**config.mk**
```make
export PLATFORM = sky130hd
export DESIGN_NAME = seq_pattern_detector_param
export DESIGN_NICKNAME = d
export VERILOG_FILES = /design/src/rtl/seq_pattern_detector_param.sv
export SDC_FILE = /design/constraint.sdc
export NUM_CORES = 1
export LEC_CHECK = 0
export CORE_UTILIZATION = 52
export DETAILED_ROUTE_END_ITERATION = 7
export PLACE_DENSITY = 0.84
export SYNTH_ARGS = -nofsm -noshare
export SYNTH_HDL_FRONTEND = slang
export SYNTH_SLANG_ARGS = --single-unit
```
**constraint.sdc**
```tcl
create_clock -name clk -period 4.7 [get_ports clk]
set_input_delay 1.41 -clock clk [delete_from_list [all_inputs] [get_ports clk]]
set_output_delay 1.41 -clock clk [all_outputs]
set_load 0.005 [all_outputs]
```
**src/rtl/seq_pattern_detector_param.sv**
```systemverilog
// Serial pattern detector with a runtime-loadable PAT_W-bit pattern.
// Detection can be overlapping or non-overlapping. The outputs are a
// registered one-cycle match pulse and a saturating match counter.
module seq_pattern_detector_param #(
    parameter int unsigned      PAT_W       = 4,
    parameter logic [PAT_W-1:0] DEFAULT_PAT = 4'b1011,
    parameter bit               OVERLAP     = 1'b1,
    parameter int unsigned      CNT_W       = 8
) (
    input  logic             clk,
    input  logic             reset,
    input  logic             d_in,
    input  logic             valid_in,
    input  logic             cfg_load,
    input  logic [PAT_W-1:0] cfg_pattern,
    output logic             pattern_flag,
    output logic [CNT_W-1:0] match_count,
    output logic [PAT_W-1:0] cur_pattern
);

    localparam int unsigned      FILL_W = $clog2(PAT_W + 1);
    localparam logic [FILL_W-1:0] FULL  = FILL_W'(PAT_W);

    // FILL while the history is still warming up, ARMED once PAT_W bits are held
    typedef enum logic {
        FILL,
        ARMED
    } state_t;

    state_t             state;
    logic [PAT_W-1:0]   hist_q, hist_nx, hist_sh;
    logic [FILL_W-1:0]  fill_q, fill_nx, fill_inc;
    logic [PAT_W-1:0]   pat_q, pat_nx;
    logic [CNT_W-1:0]   cnt_q, cnt_nx;
    logic               flag_q, flag_nx;
    logic               match;

    // State register: async active-low reset clears history and restores default pattern
    always_ff @(posedge clk or negedge reset) begin
        if (!reset) begin
            hist_q <= '0;
            fill_q <= '0;
            pat_q  <= DEFAULT_PAT;
            cnt_q  <= '0;
            flag_q <= 1'b0;
        end else begin
            hist_q <= hist_nx;
            fill_q <= fill_nx;
            pat_q  <= pat_nx;
            cnt_q  <= cnt_nx;
            flag_q <= flag_nx;
        end
    end

    // Next-state: cfg_load beats valid data; idle cycles hold history and counter
    always_comb begin
        hist_sh  = {hist_q[PAT_W-2:0], d_in};
        fill_inc = (state == ARMED) ? FULL : fill_q + 1'b1;
        match    = 1'b0;
        hist_nx  = hist_q;
        fill_nx  = fill_q;
        pat_nx   = pat_q;
        cnt_nx   = cnt_q;
        flag_nx  = 1'b0;
        if (cfg_load) begin
            pat_nx  = cfg_pattern;
            hist_nx = '0;
            fill_nx = '0;
            cnt_nx  = '0;
        end else if (valid_in) begin
            // The fill gate keeps a zero pattern from matching the cleared history
            match   = (fill_inc == FULL) && (hist_sh == pat_q);
            hist_nx = hist_sh;
            flag_nx = match;
            fill_nx = (match && !OVERLAP) ? '0 : fill_inc;
            if (match && (cnt_q != '1)) begin
                cnt_nx = cnt_q + 1'b1;
            end
        end
    end

    // Output/state decode: warm-up state from fill level, ports from registers
    always_comb begin
        state        = (fill_q == FULL) ? ARMED : FILL;
        pattern_flag = flag_q;
        match_count  = cnt_q;
        cur_pattern  = pat_q;
    end

endmodule

```
==> After elaboration in Yosys (flattened, before gate mapping) <==
Cells that the tools add are included.
{ "word_totals": {"reg_bits": 19, "word_cells": 27, "out_inout_bits": 13} }
{ "op_classes": {"eq_ne": 4, "n_reduce_logical": 5, "muxes": 11, "addsub": 2} }
{ "op_table": {"columns": ["operator", "count"], "rows": [
  ["2-to-1 mux 8 bit", 3],
  ["2-to-1 mux 3 bit", 5],
  ["adder 8 x 1 -> 8 bit (second input constant)", 1],
  ["!= test 8 bit (second input constant)", 1],
  ["equality test 3 bit (second input constant)", 2],
  ["equality test 4 bit", 1],
  ["nonzero test 2 bit", 2],
  ["adder 3 x 1 -> 3 bit (second input constant)", 1],
  ["2-to-1 mux 1 bit", 3],
  ["logical AND 1 bit", 2],
  ["AND reduction 2 bit", 1]
]} }

==> Logic depth before layout (Yosys ltp) <==
Gate-level depths: netlist of run 1.
{ "logic_depth": {"word_depth": 9, "mapped_depth": 8, "depth_no_buf": 7} }

==> Least setup slack after synthesis of run 1 <==
Ideal clock, no wire load.
{ "synth_timing": {"kind": "in2reg", "startpoint": "input port valid_in", "endpoint": "register cnt_q[4], in the netlist match_count[4]", "path_stages": 7, "arrival_ps": 2667, "required_time_ps": 4621, "n_path_buf": 2, "path_slack_ps": 1954, "cell_sequence": "buf_4 > o21ai_0 > a2111oi_4 > nand3_2 > buf_6 > or3_1 > a21oi_1"} }
{ "synth_via": {"elab_chain_cells": 2} }
{ "synth_rtl": {"columns": ["element", "line_no", "source"], "rows": [
  ["from (decl)", "13", "input logic valid_in,"],
  ["nonzero test 2 bit (no line)", null, null],
  ["AND reduction 2 bit (no line)", null, null],
  ["to (signal assigned)", "50", "cnt_q <= cnt_nx;"],
  ["to (decl)", "34", "logic [CNT_W-1:0] cnt_q, cnt_nx;"]
]} }
Every way passes these cells.
A chain may end at the register's enable or synchronous reset.

==> Worst setup path in the final report of run 1 <==
{ "layout_timing": {"startpoint": "input port valid_in", "endpoint": "register cnt_q[6], in the netlist match_count[6]"} }
The elaborated chain is that of the path after synthesis.

==> results of run 1 <==
[registers in the layout, indices dropped and copies added, names as in the netlist]
signal        cells
match_count       8
cur_pattern       4
hist_q            3
fill_q            3
pattern_flag      1
[through the flow]
| stage | cell area, um2 | util (%) | cells | total power, mW | hold slack, ns |
|---|---|---|---|---|---|
| 2_1_floorplan | 993.5 | - | 91 | 0.2006 | 0.5059 |
| 3_3_place_gp | 1209 | 68.51 | 133 | 0.2196 | 0.5241 |
| 3_5_place_dp | 1209 | 68.51 | 133 | 0.2210 | 0.5387 |
| 4_1_cts | 1235 | 70.00 | 137 | 0.3033 | 0.5658 |
| 5_1_grt | 1235 | 70.00 | 137 | 0.3114 | 0.5868 |
| 6_report | 1235 | 70.00 | 137 | 0.2982 | 0.5581 |
[path summary, 6_finish.rpt]
| kind | start | cells past startpoint | slack [ns] | to |
|---|---|---|---|---|
| worst max register to register | fill_q[0] | 7 | 2.43 | match_count[6] |
| max in group asynchronous | reset | 1 | 2.58 | match_count[3] |
| min in group asynchronous | reset | 1 | 1.60 | cur_pattern[2] |
| worst max-delay path | valid_in | 6 | 1.32 | match_count[6] |
| worst min-delay path | cur_pattern[2] | 1 | 0.56 | cur_pattern[2] |
| worst min register to register | cur_pattern[2] | 1 | 0.56 | cur_pattern[2] |
[routing by layer]
metal / share of wire (%) / global-route usage [%] / vias up
li1: - / - / 372
met1: 45 / 29.70 / 367
met2: 50 / 31.14 / 25
met3: 4.4 / 2.381 / 2
met4: 0.65 / 10.59 / 0
met5: 0 / 0 / -
[synth_stat cells]
cell type	count
a21oi_1	8
dfstp_2	3
nor2b_1	1
mux2_1	4
or3_1	2
a211oi_2	1
nand2_1	6
dfrtp_1	16
nand3_2	1
nor2b_4	1
nand4_1	3
xor2_1	5
o21ai_1	3
a311oi_1	1
a2111oi_4	1
nand2b_1	2
o31ai_1	2
nor2_1	7
or2_0	1
or4_1	3
buf_4	1
mux2i_1	5
o21ai_0	1
buf_6	1
and4_1	1
inv_1	2
clkbuf_1	2
nand3_1	4
ha_1	3
[power by group through the flow]
| stage | logic [mW] | registers [mW] | clock network (mW) |
|---|---|---|---|
| floorplan | 0.0212 | 0.179 | 0 |
| global placement | 0.0398 | 0.180 | 0 |
| detailed placement | 0.0408 | 0.180 | 0 |
| CTS | 0.0410 | 0.177 | 0.0852 |
| global route | 0.0448 | 0.178 | 0.0884 |
| finish | 0.0405 | 0.177 | 0.0808 |
[cell usage in the layout (no fill, tap or decap), drive strengths merged]
master and instances:
mux2 4, nor2b 2, nand4 3, a21oi 8, a211oi 1, dfstp 3, and4 1, o21ai 4
nand2b 2, a311oi 1, nor2 7, o31ai 2, ha 3, dfrtp 16, clkdlybuf4s50 21, or4 3
nand2 6, mux2i 5, inv 2, a2111oi 1, nand3 5, clkbuf 4, or2 1, or3 2
xor2 5
[cell families (layout without fill, tap and decap cells)]
kind of cell	count (synthesis)	in the layout	synth area share (%)
DFF	19	19	48.24
adders and majority gates	3	3	3.779
and+or+nand+nor	32	32	18.14
xor gates and xnor gates	5	5	4.408
buffers and inverters	6	27	3.401
AOI/OAI and AO/OA	17	17	12.47
muxes	9	9	9.572
[critical path: stages]
cell and delay, ns:
clkdlybuf4s50_1 0.71, o21ai_0 0.25, a2111oi_4 0.30, nand3_2 0.28
or4_1 0.47, a21oi_1 0.16
[cell type report]
type                            instances  share of cell area (%)
Multi-Input combinational cell         66                   38.91
Sequential cell                        19                   38.80
Timing Repair Buffer                   21                   17.02
Tap cell                               25                   2.533
Clock buffer                            4                   2.128
Inverter                                2                  0.6079
==> flow_summary.yaml, run 1 <==
clock_network:
  hold_buffers: 0
  clockBufferDepth: 2
  cts-resized-gates: 0
  cts_setup_buffers: 0
  insertion_delay_ns: 0.29
  cts_buffers: 3
  cts_root_buf: "clkbuf_4"
  clk_pin_slew_ns: 0.10
  htreeDepth: 1
  cts_sinks: 19
  cts_tree: "done"
floorplan:
  fp.dieW_um: 45.71
  rows: 15
  ios: 22
  dieArea_mm2: 0.002089
  core_mm2: 0.001764
  die_h_um: 45.71
  start_util_pct: 56.31
global_route:
  overflow: 0
  grt_pass1_wl_um: 3008
  grt_util_all_layers_pct: 20.82
  antenna_found_initial: 0
  grt_pass1_vias: 654
  grt_start_max_net_pins: 21
timing:
  finalCriticalPeriod_ns: 3.379
  max_slew_margin_pct: 42.71
  finalCritPeriodShare_pct: 71.89
  finalHoldViolCount: 0
  setup_viol: 0
  fmax_ghz: 0.2960
  worst_slack_ns: 1.321
  clock_skew_ns: 0.001030
  setup_tns_ns: 0
  drv_slew: 0
  worstMarginPinSlew_ns: 0.8566
  rsz0062_at_grt: "no"
yosys:
  synth.area.top_cells: "dfrtp_1 (40%), dfstp_2 (7.9%), mux2i_1 (5.0%)"
  synth-warning-count: 0
  ys_seq_elements: 19
  syn_avg_cell_area_um2: 10.92
  synthCells: 91
  syn_nets: 103
  yosys.area.top_type: "dfrtp_1"
  synth.distinct_cells: 29
  synth.cell_area_um2: 993.5
  seq_area_frac_synth_pct: 48.24
  synth_top_area_share_pct: 40.30
cells_and_area:
  multi_input_area_um2: 480.5
  seqCellArea_um2: 479.2
  fin_nets: 125
  n_fill_cell: 155
  area_growth_pct: 24.31
  diodes: 0
  drive_gt1_share_pct: 8.929
power:
  irDropWorstVdd_v: 0.0002351
  pwr-share-seq_pct: 59.4
  switching_share_pct: 24.29
  clkPwrFrac_pct: 27.1
  power_density_mw_per_mm2: 241.5
  p_sw_mw: 0.07244
  p_leak_nw: 0.5011
  internal-power_mw: 0.2258
  comb_power_share_pct: 13.6
setup_path:
  cp.arrival_ns: 3.59
  end_kind: "flip-flop"
  worstSetupPathType: "in2reg"
  required_ns: 4.91
  crit_fanout: 12
  critPathLaunchType: "input port"
route:
  final_antenna_net_count: 0
  firstDrtPassIters: 4
  drt_wl_total_um: 1858
  vias: 766
  drc: 0
  drt_iter0_drc: 18
  wl_per_cell_um: 13.56
  drt-vias-per-instance: 5.591
job:
  drv_cap: 0
placed_design:
  pre_cts_slack_ns: 1.041
  io_buffers: 21
  dp_hpwl_um: 1337
  gp_congestion: 0.7782
hold_path:
  hp-class: "reg2reg"
run_status:
  status: "complete, no violations"
Power figures use the tool's default switching activity.
==> run 2, diff against run 1 <==
- CORE_UTILIZATION: 52 -> 44
- PLACE_DENSITY: 0.84 -> 0.76
- clock period: 4.7 -> 3.1 ns (I/O delays scaled with it)
==> run 2 against run 1 <==
  * Sequential share of layout area is 0.54 points lower
  * Clock power is 57% higher
  * First-iteration DRC count is 56% lower
  * Hold slack hardly changed
  * Register-to-register slack worse by 1.6 ns
  * Cell count is 2.9% higher
  * Sequential power is 51% higher
  * Worst setup slack worse by 0.78 ns
  * Non-clock buffer count is 2 higher
  * Design area is 1.4% higher
  * Combinational power is 54% higher
  * Die area is 17% higher
  * Largest power group unchanged
==> flow_summary.yaml, run 2 (synthesized netlist as in run 1, its figures left out) <==
run_status:
  status: "complete, no violations"
timing:
  setup_viol: 0
  fmax_ghz: 0.3901
  max_slew_margin_pct: 45.13
  finalCriticalPeriod_ns: 2.563
  finalHoldViolCount: 0
  rsz0062_at_grt: "no"
  drv_slew: 0
  finalCritPeriodShare_pct: 82.68
  fin_hold_ws_ns: 0.5586
  worstMarginPinSlew_ns: 0.8205
  setup_tns_ns: 0
  clock_skew_ns: 0.005438
setup_path:
  crit_fanout: 12
  critPathLaunchType: "input port"
  cpMaxStageDelayCell: "or4_1"
  path_cells: "clkdlybuf4s50_1 -> xor2_1 -> a2111oi_4 -> nand3_2 -> or4_1 -> a21oi_1"
  slowest_delay_ns: 0.46
  cp.arrival_ns: 2.79
  end_kind: "flip-flop"
  required_ns: 3.33
  worstSetupPathType: "in2reg"
clock_network:
  hold_buffers: 0
  cts_tree: "done"
  cts_root_buf: "clkbuf_4"
  cts_setup_buffers: 0
  cts_buffers: 3
  clockBufferDepth: 2
  cts-resized-gates: 0
  insertion_delay_ns: 0.30
  htreeDepth: 1
  cts_sinks: 19
  clk_pin_slew_ns: 0.11
global_route:
  antenna_found_initial: 0
  overflow: 0
  grt_start_max_net_pins: 20
  grt_pass1_wl_um: 2939
  grt_pass1_vias: 664
  grt_util_all_layers_pct: 16.29
placed_design:
  dp_hpwl_um: 1282
  placed_cells: 137
  io_buffers: 21
  gp_congestion: 0.7620
cells_and_area:
  final_common_cell: "clkdlybuf4s50_1"
  largest_register_ffs: 8
  fin_nets: 127
  final_util_pct: 61.34
  seqCellArea_um2: 479.2
  mostFrequentLayoutCells: "clkdlybuf4s50_1 (21), dfrtp_1 (16), a21oi_1 (8), nor2_1 (7), nand2_1 (6)"
  n_fill_cell: 172
  multi_input_area_um2: 480.5
  area_growth_pct: 26.07
  final_cells: 141
  drive_gt1_share_pct: 10.53
  diodes: 0
route:
  drt_iter0_drc: 8
  final_antenna_net_count: 0
  drt-vias-per-instance: 5.277
  vias: 744
  drt_wl_total_um: 1741
  drc: 0
  wl_per_cell_um: 12.35
  firstDrtPassIters: 4
floorplan:
  fp.dieW_um: 49.52
  dieArea_mm2: 0.002452
  ios: 22
  rows: 16
  core_mm2: 0.002042
  start_util_pct: 48.65
  die_h_um: 49.52
power:
  irDropWorstVdd_v: 0.0002468
  power_density_mw_per_mm2: 365.5
  clkPwrFrac_pct: 27.8
  p_sw_mw: 0.1138
  pwr-share-seq_pct: 58.6
  comb_power_share_pct: 13.6
  p_leak_nw: 0.5107
  switching_share_pct: 24.87
  power.total_mw: 0.4578
  internal-power_mw: 0.3439
job:
  drv_cap: 0
hold_path:
  hp-class: "reg2reg"
[run 2: changes by cell type in the layout (fill, tap and decap cells not counted), sizes merged]
cell / change
buf: +2
[run 2: worst paths after layout]
| check | startpoint | to | slack (ns) | cells past startpoint |
|---|---|---|---|---|
| max reg2reg | fill_q[0] | match_count[6] | 0.87 | 7 |
| min | cur_pattern[2] | cur_pattern[2] | 0.56 | 1 |
| max | d_in | match_count[6] | 0.54 | 6 |
| min reg2reg | cur_pattern[2] | cur_pattern[2] | 0.56 | 1 |
| min in group asynchronous | reset | cur_pattern[2] | 1.09 | 1 |
| max in group asynchronous | reset | match_count[0] | 1.50 | 1 |
[run 2: worst max-delay path, delay by kind of cell]
kind            cells  cell delay (ns)
simple gates        2             0.73
compound gates      2             0.49
buf+inv             1             0.44
xor+xnor            1             0.19
[run 2: per-layer routing]
metal	up-vias	part of all wire, %	routed length [um]	global-route usage, %
li1	375	-	-	-
met2	13	47	812	24.43
met3	5	2.2	39	2.778
met4	0	3.0	53	11.43
met5	-	0	0	0
met1	351	48	835	21.31
[run 2: layout make-up]
cell class | instances | area share, %
Clock buffer | 4 | 2.098
Multi-Input combinational cell | 66 | 38.36
Sequential cell | 19 | 38.26
Tap cell | 27 | 2.697
Timing Repair Buffer | 23 | 17.98
Inverter | 2 | 0.5994
[run 2: power by group through the flow]
stage / sequential (mW) / clock (mW) / combinational [mW]
finish: 0.268 / 0.127 / 0.0624
global placement: 0.273 / 0 / 0.0622
detailed placement: 0.273 / 0 / 0.0634
global route: 0.270 / 0.139 / 0.0694
floorplan: 0.272 / 0 / 0.0322
CTS: 0.268 / 0.131 / 0.0637
[run 2: metrics by stage]
step | cell area (um2) | worst slack [ns]
2_1_floorplan | 993.5 | 0.8341
3_3_place_gp | 1226 | 0.2621
3_5_place_dp | 1226 | 0.2146
4_1_cts | 1252 | 0.5360
5_1_grt | 1252 | 0.4316
6_report | 1252 | 0.5368
